==> config.mk <==
export PLATFORM = sky130hd
export DESIGN_NAME = uart_cmd_wrapper
export DESIGN_NICKNAME = d
export VERILOG_FILES = /design/src/rtl/uart_cmd_wrapper.sv
export SDC_FILE = /design/constraint.sdc
export NUM_CORES = 1
export LEC_CHECK = 0
export CAP_MARGIN = 20
export CORE_ASPECT_RATIO = 1.4
export CORE_MARGIN = 3
export CORE_UTILIZATION = 50
export CTS_CLUSTER_SIZE = 40
export DETAILED_ROUTE_END_ITERATION = 16
export PLACE_DENSITY = 0.74
export SETUP_SLACK_MARGIN = 0.15
export SYNTH_ARGS = -nofsm -noshare
export SYNTH_HDL_FRONTEND = slang
export SYNTH_SLANG_ARGS = --single-unit
==> constraint.sdc <==
create_clock -name clk -period 2.1 [get_ports clk]
set_clock_uncertainty 0.05 [all_clocks]
set_input_delay 0.42 -clock clk [delete_from_list [all_inputs] [get_ports clk]]
set_output_delay 0.42 -clock clk [all_outputs]
set_load 0.05 [all_outputs]
==> src/rtl/uart_cmd_wrapper.sv <==
// UART host link: 8N1 bytes in -> 16-bit commands (high byte first), 8-bit responses out.
// Optional stop-bit checking with resync of byte pairing when UART_FRAME_CHK_EN is defined.
module uart_cmd_wrapper #(
  parameter int BAUD_DIV = 434
) (
  input  logic        clk,
  input  logic        rst_n,
  input  logic        RX,
  output logic        TX,
  output logic [15:0] cmd,
  output logic        cmd_rdy,
  input  logic        clr_cmd_rdy,
  input  logic [7:0]  resp,
  input  logic        send_resp,
  output logic        resp_sent
);

  localparam logic [11:0] BAUD_LAST = 12'(BAUD_DIV - 1);
  localparam logic [11:0] HALF_LAST = 12'(BAUD_DIV / 2 - 1);

  typedef enum logic [1:0] {RX_IDLE, RX_START, RX_DATA, RX_STOP} rx_state_t;
  typedef enum logic [1:0] {WAIT_H, WAIT_L, READY} cmd_state_t;
  typedef enum logic {TX_IDLE, TX_XMIT} tx_state_t;

  // RX synchronizer plus one history flop for falling-edge detection
  logic rx_meta_reg, rx_sync_reg, rx_prev_reg;
  logic rx_fall;

  always_ff @(posedge clk or negedge rst_n) begin
    if (!rst_n) begin
      rx_meta_reg <= 1'b1;
      rx_sync_reg <= 1'b1;
      rx_prev_reg <= 1'b1;
    end else begin
      rx_meta_reg <= RX;
      rx_sync_reg <= rx_meta_reg;
      rx_prev_reg <= rx_sync_reg;
    end
  end

  assign rx_fall = rx_prev_reg & ~rx_sync_reg;

  rx_state_t   rx_state_reg, rx_state_next;
  logic [11:0] rx_baud_reg, rx_baud_next;
  logic [3:0]  rx_bit_reg, rx_bit_next;
  logic [7:0]  rx_shift_reg, rx_shift_next;
  logic        byte_rdy;
  logic        frame_err;

  always_ff @(posedge clk or negedge rst_n) begin
    if (!rst_n) begin
      rx_state_reg <= RX_IDLE;
      rx_baud_reg  <= '0;
      rx_bit_reg   <= '0;
      rx_shift_reg <= '0;
    end else begin
      rx_state_reg <= rx_state_next;
      rx_baud_reg  <= rx_baud_next;
      rx_bit_reg   <= rx_bit_next;
      rx_shift_reg <= rx_shift_next;
    end
  end

  always_comb begin
    rx_state_next = rx_state_reg;
    rx_baud_next  = rx_baud_reg;
    rx_bit_next   = rx_bit_reg;
    rx_shift_next = rx_shift_reg;
    byte_rdy      = 1'b0;
    frame_err     = 1'b0;
    case (rx_state_reg)
      RX_IDLE: begin
        if (rx_fall) begin
          rx_state_next = RX_START;
          rx_baud_next  = '0;
        end
      end
      RX_START: begin
        if (rx_baud_reg == HALF_LAST) begin
          rx_baud_next  = '0;
          rx_bit_next   = '0;
          rx_state_next = rx_sync_reg ? RX_IDLE : RX_DATA;
        end else begin
          rx_baud_next = rx_baud_reg + 12'd1;
        end
      end
      RX_DATA: begin
        if (rx_baud_reg == BAUD_LAST) begin
          rx_baud_next  = '0;
          rx_shift_next = {rx_sync_reg, rx_shift_reg[7:1]};
          rx_bit_next   = rx_bit_reg + 4'd1;
          if (rx_bit_reg == 4'd7) rx_state_next = RX_STOP;
        end else begin
          rx_baud_next = rx_baud_reg + 12'd1;
        end
      end
      RX_STOP: begin
        if (rx_baud_reg == BAUD_LAST) begin
          rx_baud_next  = '0;
          rx_state_next = RX_IDLE;
`ifdef UART_FRAME_CHK_EN
          if (rx_sync_reg) byte_rdy  = 1'b1;
          else             frame_err = 1'b1;
`else
          byte_rdy = 1'b1;
`endif
        end else begin
          rx_baud_next = rx_baud_reg + 12'd1;
        end
      end
      default: rx_state_next = RX_IDLE;
    endcase
  end

  // Byte pairing into commands
  cmd_state_t  cmd_state_reg, cmd_state_next;
  logic [15:0] cmd_next;
  logic        cmd_rdy_next;

  always_ff @(posedge clk or negedge rst_n) begin
    if (!rst_n) begin
      cmd_state_reg <= WAIT_H;
      cmd           <= '0;
      cmd_rdy       <= 1'b0;
    end else begin
      cmd_state_reg <= cmd_state_next;
      cmd           <= cmd_next;
      cmd_rdy       <= cmd_rdy_next;
    end
  end

  always_comb begin
    cmd_state_next = cmd_state_reg;
    cmd_next       = cmd;
    cmd_rdy_next   = cmd_rdy;
    case (cmd_state_reg)
      WAIT_H: begin
        if (byte_rdy) begin
          cmd_next       = {rx_shift_reg, cmd[7:0]};
          cmd_state_next = WAIT_L;
        end
      end
      WAIT_L: begin
        if (byte_rdy) begin
          cmd_next       = {cmd[15:8], rx_shift_reg};
          cmd_rdy_next   = 1'b1;
          cmd_state_next = READY;
        end else if (frame_err) begin
          cmd_state_next = WAIT_H;
        end
      end
      READY: begin
        // bytes arriving here are dropped, even alongside a clear
        if (clr_cmd_rdy) begin
          cmd_rdy_next   = 1'b0;
          cmd_state_next = WAIT_H;
        end
      end
      default: cmd_state_next = WAIT_H;
    endcase
  end

  // TX path; TX and resp_sent are one register stage behind the shifter
  tx_state_t   tx_state_reg, tx_state_next;
  logic [9:0]  tx_shift_reg, tx_shift_next;
  logic [11:0] tx_baud_reg, tx_baud_next;
  logic [3:0]  tx_bit_reg, tx_bit_next;
  logic        tx_done_reg, tx_done_next;

  always_ff @(posedge clk or negedge rst_n) begin
    if (!rst_n) begin
      tx_state_reg <= TX_IDLE;
      tx_shift_reg <= '1;
      tx_baud_reg  <= '0;
      tx_bit_reg   <= '0;
      tx_done_reg  <= 1'b0;
      TX           <= 1'b1;
      resp_sent    <= 1'b0;
    end else begin
      tx_state_reg <= tx_state_next;
      tx_shift_reg <= tx_shift_next;
      tx_baud_reg  <= tx_baud_next;
      tx_bit_reg   <= tx_bit_next;
      tx_done_reg  <= tx_done_next;
      TX           <= tx_shift_reg[0];
      resp_sent    <= tx_done_reg;
    end
  end

  always_comb begin
    tx_state_next = tx_state_reg;
    tx_shift_next = tx_shift_reg;
    tx_baud_next  = tx_baud_reg;
    tx_bit_next   = tx_bit_reg;
    tx_done_next  = tx_done_reg;
    case (tx_state_reg)
      TX_IDLE: begin
        if (send_resp) begin
          tx_shift_next = {1'b1, resp, 1'b0};
          tx_baud_next  = '0;
          tx_bit_next   = '0;
          tx_done_next  = 1'b0;
          tx_state_next = TX_XMIT;
        end
      end
      TX_XMIT: begin
        if (tx_baud_reg == BAUD_LAST) begin
          tx_baud_next  = '0;
          tx_shift_next = {1'b1, tx_shift_reg[9:1]};
          tx_bit_next   = tx_bit_reg + 4'd1;
          if (tx_bit_reg == 4'd9) begin
            tx_done_next  = 1'b1;
            tx_state_next = TX_IDLE;
          end
        end else begin
          tx_baud_next = tx_baud_reg + 12'd1;
        end
      end
      default: tx_state_next = TX_IDLE;
    endcase
  end

endmodule
After elaboration in Yosys (flattened, before gate mapping):

Cells that the tools add are included.

* add/subtract/negate cells: 4
* equal/unequal tests: 21
* muxes and demuxes: 43
* bitwise gates (word level): 5
* reduce and logical (&&, ||, !) cells: 14

Operators with widths (count)
* $mux 12: 5
* $pmux 12 s3: 1
* $pmux 16 s2: 1
* $add 12x1->12 const B: 2
* $eq 12x9->1 const B: 2
* $pmux 12 s2: 1
* $mux 10: 2
* $pmux 10 s2: 1
* $mux 2: 9
* $ne 2x2->1 const B: 9
* $reduce_and 3->1: 6
* $mux 16: 1
* $mux 4: 4
* $pmux 4 s2: 2
* $eq 12x8->1 const B: 1
* $mux 1: 10
* $add 4x1->4 const B: 2
* $mux 8: 1
* $pmux 2 s4: 1
* $eq 2x2->1 const B: 3
* $pmux 1 s2: 3
* $pmux 2 s3: 1
* $reduce_and 5->1: 1
* $eq 2x1->1 const B: 2
* other kinds (9): 16

* register bits: 78
* bits of input ports: 13
* output and inout bits: 19
* word-level logic and storage cells: 105

Depth between registers and ports, before layout:

Gate-level depths: netlist of run 1.

* word-level depth: 5
* depth in mapped cells: 9

Worst setup path after synthesis of run 1:

OpenSTA, ideal clock, no wires.

* kind: register to register
* from: register tx_baud_reg[1]
* to: register tx_baud_reg[10]
* library setup time: 0.129 ns
* data arrival time: 1.901 ns
* data required time: 1.921 ns
* path slack: 0.020 ns
* stages on the path, launching flop included: 9
* clock period less this slack: 2.080 ns
* path through: dfrtp_1 inv_1 ha_1 or4b_4 o41ai_2 buf_4 a41oi_1 o21ai_0 o31ai_1

* word-level cells in the longest chain between the ends: 3
* elaborated cells on any way between the ends: 4
* classes of those cells: add/sub (1); eq/ne (1); mux (2)

Ends and longest elaborated chain
* start: declaration: line 166 `logic [11:0] tx_baud_reg, tx_baud_next;`
* start signal: assignment: line 182 `tx_baud_reg <= tx_baud_next;`
* $add 12x1->12 or $eq 12x9->1 (tied branches): line 216, 207
* $mux 12 (*): line 207 `if (tx_baud_reg == BAUD_LAST) begin`
* $pmux 12 s2 (*): line 196 `case (tx_state_reg)`

Mark *: on every way between the ends. The rest lies on a longest branch, timed or not.
A chain may end at the register's enable or synchronous reset.

Final worst setup path of run 1:

* from: register tx_baud_reg[9]
* to: register tx_baud_reg[4]

* word-level cells in the longest chain between the ends: 3

Ends and longest elaborated chain (line)
* $eq 12x9->1: 207
* $mux 12: 207
* $pmux 12 s2: 196

No other way between the ends.

==> summary.md, run 1 <==
| Metric | Value |
|---|---|
| Run status | complete, but fails checks |
| Failing checks | setup timing |
| Largest family of logic cells by synthesized area | simple AND/OR/NAND/NOR gates |
| Pre-CTS setup slack | 48.40 ps |
| Global-route wire length before repair | 13.17 mm |
| Buf/Inv on CP | 2 |
| Clk buf depth | 2 |
| CP startpoint kind | register |
| Number of slew-limit violations in the final report | 0 |
| Area Overhead vs Synth | 39.39% |
| Hold Crit Class | reg2reg |
| Cts bufs inserted | 9 |
| Row cnt | 35 |
| CTS Root Cell | clkbuf_8 |
| Crit path kind | reg2reg |
| Synth cell types | 46 |
| Total of max-cap violations | 0 |
| Initial antenna violation count | 0 |
| Via count | 2880 |
| Pre-Repair DR Iteration Count | 5 |
| WP data arrival | 2320 ps |
| Core Area | 0.006788 mm^2 |
| Final Hold Viols | 0 |
| Leading area contributor after synthesis | dfrtp_1 |
| Slowest stage delay, CP | 620 ps |
| Yosys warnings | 0 |
| Half-perimeter wire length after placement | 5.012 mm |
| Adder-cell share of the synthesized area | 2.793% |
| Post-synth net total | 348 |
| Main synth FF type | dfrtp_1 |
| Synth Area in Simple Gates | 16.24% |
| PnR worst setup slack | -49.68 ps |
| CTS tree | done |
| Vias per cell | 5.795 |
| Storage element area | 0.001943 mm^2 |
| Final Util | 73.59% |
| Clk slew on worst S/H paths | 80 ps |
| PwrDens | 870.8 mW/mm^2 |
| Starting density of the core | 52.79% |
| LEAKAGE | 2.265 nW |
| Htree depth | 3 |
| Clock latency on the worst-skew pair | 350 ps |
| CP max FO | 6 |
| Seq pwr share | 42.0% |
| Clock power share | 34.5% |
| Actual slew at the worst max-slew pin | 629.6 ps |
| DR iter-0 viols | 174 |
| Area taken by multi-input logic gates | 0.001848 mm^2 |
| Vias in the first global route | 2763 |
| Final clock period utilization by the worst path | 102.4% |
| Crit-path slowest cell | or4b_4 |
| Synth top area share | 44.69% |
| Sw Share | 29.93% |
| Overflow after GRT | 0 |
| Dpl cell area | 0.004155 mm^2 |
| Largest net degree at the start of global routing | 45 |
| Die Ht | 106.2 um |
| Total power draw | 4.349 mW |
| Ys async rst share | 100.0% |
| DRC viols | 0 |
| Unrepaired setup endpoints after global routing | true |
| Xor/xnor share of the synthesized area | 1.466% |
| Switching power | 1.302 mW |
| Sequential fraction of the synthesis area | 54.22% |
| Tmin final | 2150 ps |
| P_int | 3.048 mW |
| Layout cells sized above 1 | 34.32% |
| Final instance area | 0.004995 mm^2 |
| Crit path cell chain | or4b_4, o41ai_4, buf_4, buf_6, nor2b_1, o21ai_1, o31ai_1 |
| Setup violators final | 4 |
| Die area | 0.008233 mm^2 |
| Top cell family by delay on the critical path | simple AND/OR/NAND/NOR gates |
| Netlist Area Pre-Place | 0.003583 mm^2 |
| Req. time, crit path | 2270 ps |
| Kind of end point of the critical path | register |
| I/O pin count | 32 |
| Slew HR | 57.77% |
| Number of flip-flops under the largest register name | 16 |
| Nets | 421 |
| CTS Sinks | 77 |
| Inserted Diodes | 0 |
| WL/cell | 18.49 um |
| Die W | 77.55 um |
| Gr usage total | 20.01% |
| Fmax | 465.2 MHz |
| Commonest non-fill, non-tap cells in the layout | dfrtp_1 (64), nand2_1 (35), mux2_4 (25), buf_4 (24), nor2_1 (21) |
| Port bufs | 31 |
| Max VDD drop | 0.5669 mV |
| Mux cell area share after synthesis | 7.856% |
| Synth Register Bits | 77 |
| Combinational power share | 23.6% |
| Routed WL | 9.188 mm |
| EDFF count, synth | 0 |
| Post-synthesis compound-gate area fraction | 14.04% |
| Fillers | 447 |
| Synthesized instance count | 327 |
| Syn Area/Cell | 10.96 um^2 |
| Most common cell after layout, fill and taps aside | dfrtp_1 |
| Post-route ant nets | 0 |
| Synth area leaders | dfrtp_1 (45%), dfstp_2 (9.5%), mux2_2 (7.9%), nand2_1 (3.8%), o21ai_0 (3.4%) |
| RD Place Congestion | 0.8756 |
==> cells in the mapped netlist (7+ instances only) <==
| library cell | instances |
|---|---|
| dfrtp_1 | 64 |
| nand2_1 | 36 |
| mux2_2 | 25 |
| o21ai_0 | 24 |
| nor2_1 | 22 |
| nand3_1 | 15 |
| a31oi_1 | 14 |
| dfstp_2 | 13 |
| inv_1 | 10 |
| a21oi_1 | 8 |
| ha_1 | 8 |
| nor3_1 | 7 |
| o32ai_1 | 7 |
==> through the flow <==
stage	hold slack [ps]	TNS (ps)	instances
global route	310.7	-1475	497
detailed placement	297.2	0	458
global placement	296.2	0	458
CTS	309.5	0	485
finish	305.6	-145.8	497
floorplan	74.41	0	327
==> repair_timing <==
| action | 4_1_cts | 5_1_grt |
|---|---|---|
| hold buffers | 1 | 0 |
| setup buffers | 7 | 9 |
| cloned | 3 | 3 |
| pin swaps | 4 | 11 |
| endpoints found under the setup margin | 59 | 60 |
| endpoints found under the hold margin | 27 | 0 |
| gates resized for setup | 38 | 77 |
==> per-layer routing <==
metal	share of wire [%]	routed length [um]	GRT usage, %	vias up
li1	-	-	-	1337
met1	40	3672	24.25	1436
met2	55	5033	34.98	87
met3	3.4	314	4.153	20
met4	1.8	167	7.125	0
met5	0	0	0	-
==> cells by family after synthesis <==
kind of cell / after synthesis
adders and majority gates: 8
buffers and inverters: 24
xor gates and xnor gates: 6
AOI/OAI and AO/OA: 76
muxes: 25
DFF: 77
and+or+nand+nor: 111
==> worst register-to-register path, stage by stage, from the launching register on <==
cell and delay [ps]:
dfrtp_1 460, or4b_4 620, o41ai_4 350, buf_4 190, buf_6 110, nor2b_1 40, o21ai_1 120, o31ai_1 90
==> final timing paths <==
path	start	end	slack [ps]	cells past startpoint
worst max-delay path	tx_baud_reg[9]	tx_baud_reg[4]	-50	7
worst min-delay path	rx_meta_reg	rx_sync_reg	310	0
worst max register to register	tx_baud_reg[9]	tx_baud_reg[4]	-50	7
worst min register to register	rx_meta_reg	rx_sync_reg	310	0
max in group asynchronous	rst_n	tx_shift_reg[1]	820	3
min in group asynchronous	rst_n	rx_baud_reg[7]	520	2
==> area by class of cell <==
type | count | area share (%)
sequential | 77 | 38.90
multi-input combinational | 227 | 37.00
timing repair buffer | 75 | 15.66
clock inverter | 7 | 2.906
clock buffer | 9 | 2.480
tap | 92 | 2.305
inverter | 10 | 0.7515
==> power groups by stage <==
stage	clock, mW	sequential (mW)	combinational (mW)
after global placement	0	1.81	0.723
final	1.50	1.82	1.03
after floorplan	0	1.81	0.444
after CTS	1.51	1.80	0.903
after global routing	1.59	1.84	1.12
after detailed placement	0	1.82	0.742
(Power assumes the default switching activity.)
==> run 2: changes to the inputs <==
SKIP_LAST_GASP = 1   (was default)
==> summary.md, run 2 (synthesized netlist as in run 1, its figures left out) <==
| Metric | Value |
|---|---|
| RD Place Congestion | 0.8756 |
| Die W | 77.55 um |
| Starting density of the core | 52.79% |
| Htree depth | 3 |
| Cts bufs inserted | 9 |
| Unrepaired setup endpoints after global routing | true |
| Hold Crit Class | reg2reg |
| Final Hold Viols | 0 |
| Crit-path slowest cell | or4b_4 |
| Vias per cell | 5.740 |
| DR iter-0 viols | 147 |
| Half-perimeter wire length after placement | 5.012 mm |
| Run status | complete, but fails checks |
| Fmax | 462.6 MHz |
| DRC viols | 0 |
| Die area | 0.008233 mm^2 |
| Number of slew-limit violations in the final report | 0 |
| Most common cell after layout, fill and taps aside | dfrtp_1 |
| Pre-CTS setup slack | 48.40 ps |
| CP startpoint kind | register |
| Kind of end point of the critical path | register |
| Slew HR | 58.74% |
| Via count | 2853 |
| Crit path cell chain | inv_1, ha_1, or4b_4, o41ai_4, clkbuf_16, a41oi_1, o21ai_0, o31ai_1 |
| Global-route wire length before repair | 13.17 mm |
| Initial antenna violation count | 0 |
| Commonest non-fill, non-tap cells in the layout | dfrtp_1 (64), nand2_1 (35), buf_4 (25), nor2_1 (22), dlygate4sd2_1 (18) |
| Pre-Repair DR Iteration Count | 4 |
| Req. time, crit path | 2270 ps |
| Row cnt | 35 |
| Nets | 421 |
| Routed WL | 8.847 mm |
| Max VDD drop | 0.5922 mV |
| CTS Sinks | 77 |
| Gr usage total | 20.01% |
| Top cell family by delay on the critical path | compound AO/OA/AOI/OAI gates |
| LEAKAGE | 2.223 nW |
| Area Overhead vs Synth | 37.08% |
| WL/cell | 17.80 um |
| Failing checks | setup timing |
| Crit path kind | reg2reg |
| Overflow after GRT | 0 |
| PnR worst setup slack | -61.92 ps |
| Buf/Inv on CP | 2 |
| Largest net degree at the start of global routing | 45 |
| Clock latency on the worst-skew pair | 340 ps |
| Core Area | 0.006788 mm^2 |
| I/O pin count | 32 |
| CP max FO | 6 |
| PwrDens | 879.9 mW/mm^2 |
| Clk slew on worst S/H paths | 80 ps |
| Total of max-cap violations | 0 |
| Port bufs | 31 |
| CTS Root Cell | clkbuf_8 |
| Post-route ant nets | 0 |
| CTS tree | done |
| Clk buf depth | 2 |
| Layout cells sized above 1 | 33.33% |
| Vias in the first global route | 2763 |
| Hold slack final | 310.4 ps |
| Actual slew at the worst max-slew pin | 613.2 ps |
| WP data arrival | 2330 ps |
| Number of flip-flops under the largest register name | 16 |
| Setup violators final | 5 |
| Inserted Diodes | 0 |
| Final clock period utilization by the worst path | 102.9% |
| Slowest stage delay, CP | 510 ps |
| Die Ht | 106.2 um |
| Reg2Reg Setup Slack | -60 ps |
| Tmin final | 2162 ps |
## run 2: cell counts in the layout (fill, tap and decap cells not counted)
Identical to the previous run, type by type.
## run 2: power breakdown
| group | internal, mW | leakage (nW) | total [mW] | switching [mW] |
|---|---|---|---|---|
| sequential | 1.63 | 0.992 | 1.82 | 0.194 |
| clock | 0.918 | 0.130 | 1.49 | 0.573 |
| combinational | 0.496 | 1.10 | 1.01 | 0.511 |
## run 2: worst paths after layout
check | from | endpoint | cells after the start
worst min register to register | rx_meta_reg | rx_sync_reg | 0
worst max-delay path | tx_baud_reg[1] | tx_baud_reg[10] | 8
max in group asynchronous | rst_n | rx_meta_reg | 3
min in group asynchronous | rst_n | rx_state_reg[0] | 2
worst max register to register | tx_baud_reg[1] | tx_baud_reg[10] | 8
worst min-delay path | rx_meta_reg | rx_sync_reg | 0
## run 2: metrics by stage
step | utilization [%] | instances | cell area, um^2 | setup TNS [ps] | total power, mW
4_1_cts | 67.69 | 485 | 4594 | 0 | 4.221
6_report | 72.37 | 497 | 4912 | -159.9 | 4.322
3_5_place_dp | 61.22 | 458 | 4155 | 0 | 2.560
2_1_floorplan | - | 327 | 3618 | 0 | 2.256
3_3_place_gp | 61.22 | 458 | 4155 | 0 | 2.532
5_1_grt | 72.37 | 497 | 4912 | -1690 | 4.524
## run 2: final cells by class
| type | instances | area [um^2] |
|---|---|---|
| flip-flops and latches | 77 | 1943 |
| clock inverters | 7 | 145.1 |
| fillers | 468 | 1876 |
| clock buffers | 9 | 123.9 |
| repair buffers | 75 | 778.2 |
| inverters | 10 | 37.54 |
| well taps | 92 | 115.1 |
| multi-input cells | 227 | 1769 |
## run 2: repair_timing
item                                    in CTS  in global routing
endpoints found under the setup margin      59                 60
pin swaps                                    4                 10
gates cloned                                 3                  3
hold buffers                                 1                  0
endpoints found under the hold margin       27                  0
buffers inserted                             7                  9
gates resized for setup                     38                 53
## run 2: routing by layer
layer / global-route usage [%] / vias up / wire (um)
met1: 24.25 / 1407 / 3472
met3: 4.153 / 24 / 310
met2: 34.98 / 88 / 4819
met5: 0 / - / 0
met4: 7.125 / 0 / 245
li1: - / 1334 / -
## run 2: worst register-to-register path: stages, from the launching register on
cell and delay, ps:
dfrtp_1 380, inv_1 60, ha_1 140, or4b_4 510, o41ai_4 340, clkbuf_16 220
a41oi_1 40, o21ai_0 190, o31ai_1 110
==> run 3: changes to the inputs <==
GPL_TIMING_DRIVEN = 0   (was default)
==> summary.md, run 3 (synthesized netlist as in run 1, its figures left out) <==
| Metric | Value |
|---|---|
| Gr usage total | 20.45% |
| Area Overhead vs Synth | 37.99% |
| Post-route ant nets | 0 |
| WL/cell | 17.42 um |
| Clk slew on worst S/H paths | 80 ps |
| Hold Crit Class | reg2reg |
| Placed Cells incl. Taps | 450 |
| Clk buf depth | 2 |
| I/O pin count | 32 |
| Tmin final | 2251 ps |
| Port bufs | 30 |
| CP startpoint kind | register |
| Via count | 2930 |
| Largest net degree at the start of global routing | 53 |
| Kind of end point of the critical path | register |
| Layout cells sized above 1 | 36.65% |
| Total of max-cap violations | 0 |
| Final Util | 72.85% |
| Final clock period utilization by the worst path | 107.2% |
| LEAKAGE | 2.246 nW |
| Setup TNS | -1302 ps |
| Nets | 428 |
| CTS Sinks | 77 |
| CTS Root Cell | clkbuf_8 |
| DR iter-0 viols | 233 |
| Crit path kind | reg2reg |
| Initial antenna violation count | 0 |
| Core Area | 0.006788 mm^2 |
| WP data arrival | 2470 ps |
| PwrDens | 805.0 mW/mm^2 |
| CTS tree | done |
| Clock latency on the worst-skew pair | 360 ps |
| Slew HR | 62.36% |
| Die W | 77.55 um |
| Total power draw | 3.980 mW |
| Actual slew at the worst max-slew pin | 561.2 ps |
| Max VDD drop | 0.6130 mV |
| Pre-CTS setup slack | -198.0 ps |
| Run status | complete, but fails checks |
| DRC viols | 0 |
| Unrepaired setup endpoints after global routing | true |
| Htree depth | 3 |
| PnR worst setup slack | -151.1 ps |
| Most common cell after layout, fill and taps aside | dfrtp_1 |
| Die area | 0.008233 mm^2 |
| RD Place Congestion | 0.8115 |
| Global-route wire length before repair | 13.57 mm |
| Fillers | 452 |
| Number of slew-limit violations in the final report | 0 |
| Inserted Diodes | 0 |
| Half-perimeter wire length after placement | 4.896 mm |
| Req. time, crit path | 2320 ps |
| Starting density of the core | 52.79% |
| Commonest non-fill, non-tap cells in the layout | dfrtp_1 (60), nand2_1 (30), buf_4 (24), nor2_1 (20), dlygate4sd2_1 (19) |
| Row cnt | 35 |
| Number of flip-flops under the largest register name | 16 |
| Reg2Reg Setup Slack | -150 ps |
| Pre-Repair DR Iteration Count | 4 |
| Setup violators final | 16 |
| Fmax | 444.2 MHz |
| Failing checks | setup timing |
| Vias in the first global route | 2916 |
| Final Hold Viols | 0 |
| Overflow after GRT | 0 |
| Cts bufs inserted | 9 |
| Die Ht | 106.2 um |
| Finished Layout Cells | 504 |
| Vias per cell | 5.813 |
| CP max FO | 6 |
| Routed WL | 8.779 mm |
[run 3: cell types whose count changed in the layout (fill, tap and decap cells not counted), moves of 3 or more]
cell | before | now
buf_2 | 0 | 3
mux2_2 | 13 | 9
o32ai_1 | 5 | 1
mux2_4 | 12 | 16
buf_8 | 1 | 4
nand2_1 | 35 | 30
clkbuf_1 | 0 | 4
nand2_2 | 2 | 5
dfrtp_2 | 0 | 4
o32ai_2 | 2 | 6
dfrtp_1 | 64 | 60
bufinv_16 | 4 | 1
[run 3: layer usage]
| layer | wire length [um] | track usage [%] | share of wire, % | vias to the layer above |
|---|---|---|---|---|
| met3 | 294 | 4.237 | 3.3 | 19 |
| met1 | 3610 | 24.50 | 41 | 1485 |
| met2 | 4675 | 35.11 | 53 | 71 |
| li1 | - | - | - | 1355 |
| met5 | 0 | 0 | 0 | - |
| met4 | 200 | 9.288 | 2.3 | 0 |
[run 3: stage by stage]
stage | hold WS, ps | area (um^2)
after floorplan | 74.41 | 3618
after global placement | 303.9 | 4034
after detailed placement | 304.1 | 4059
after CTS | 315.2 | 4583
after global routing | 319.9 | 4945
final | 315.0 | 4945
[run 3: final cells by class]
cell class	count	area (um^2)	share of cell area, %
inverters	10	37.54	0.7591
well taps	92	115.1	2.328
multi-input cells	227	1846	37.32
repair buffers	68	680.7	13.77
flip-flops and latches	77	1948	39.40
clock buffers	10	127.6	2.581
plain buffers	14	127.6	2.581
clock inverters	6	62.56	1.265
[run 3: where the power goes]
part	internal, mW	switching (mW)	leakage, nW
clock	0.547	0.563	0.0903
combinational	0.511	0.554	1.17
sequential	1.64	0.169	0.986
[run 3: what timing repair did]
item	4_1_cts	5_1_grt
gates resized for setup	63	62
pin swaps	15	21
endpoints found under the hold margin	17	0
hold buffers	1	0
setup buffers	19	10
setup endpoints to repair	81	68
gates cloned	6	2
[run 3: path summary, 6_finish.rpt]
check	start	endpoint	cells after the start
hold / removal	rx_meta_reg	rx_sync_reg	0
setup / recovery	tx_baud_reg[2]	tx_shift_reg[1]	8
min in group asynchronous	rst_n	rx_baud_reg[4]	2
hold reg to reg	rx_meta_reg	rx_sync_reg	0
max in group asynchronous	rst_n	rx_sync_reg	3
setup reg to reg	tx_baud_reg[2]	tx_shift_reg[1]	8
[run 3: worst max-delay path, stage by stage (launching register included)]
cell and delay [ps]:
dfrtp_1 400, or4bb_4 580, buf_6 150, nor4_4 270, and2_4 190, buf_6 130, buf_12 130, o32ai_2 70
a31oi_1 190
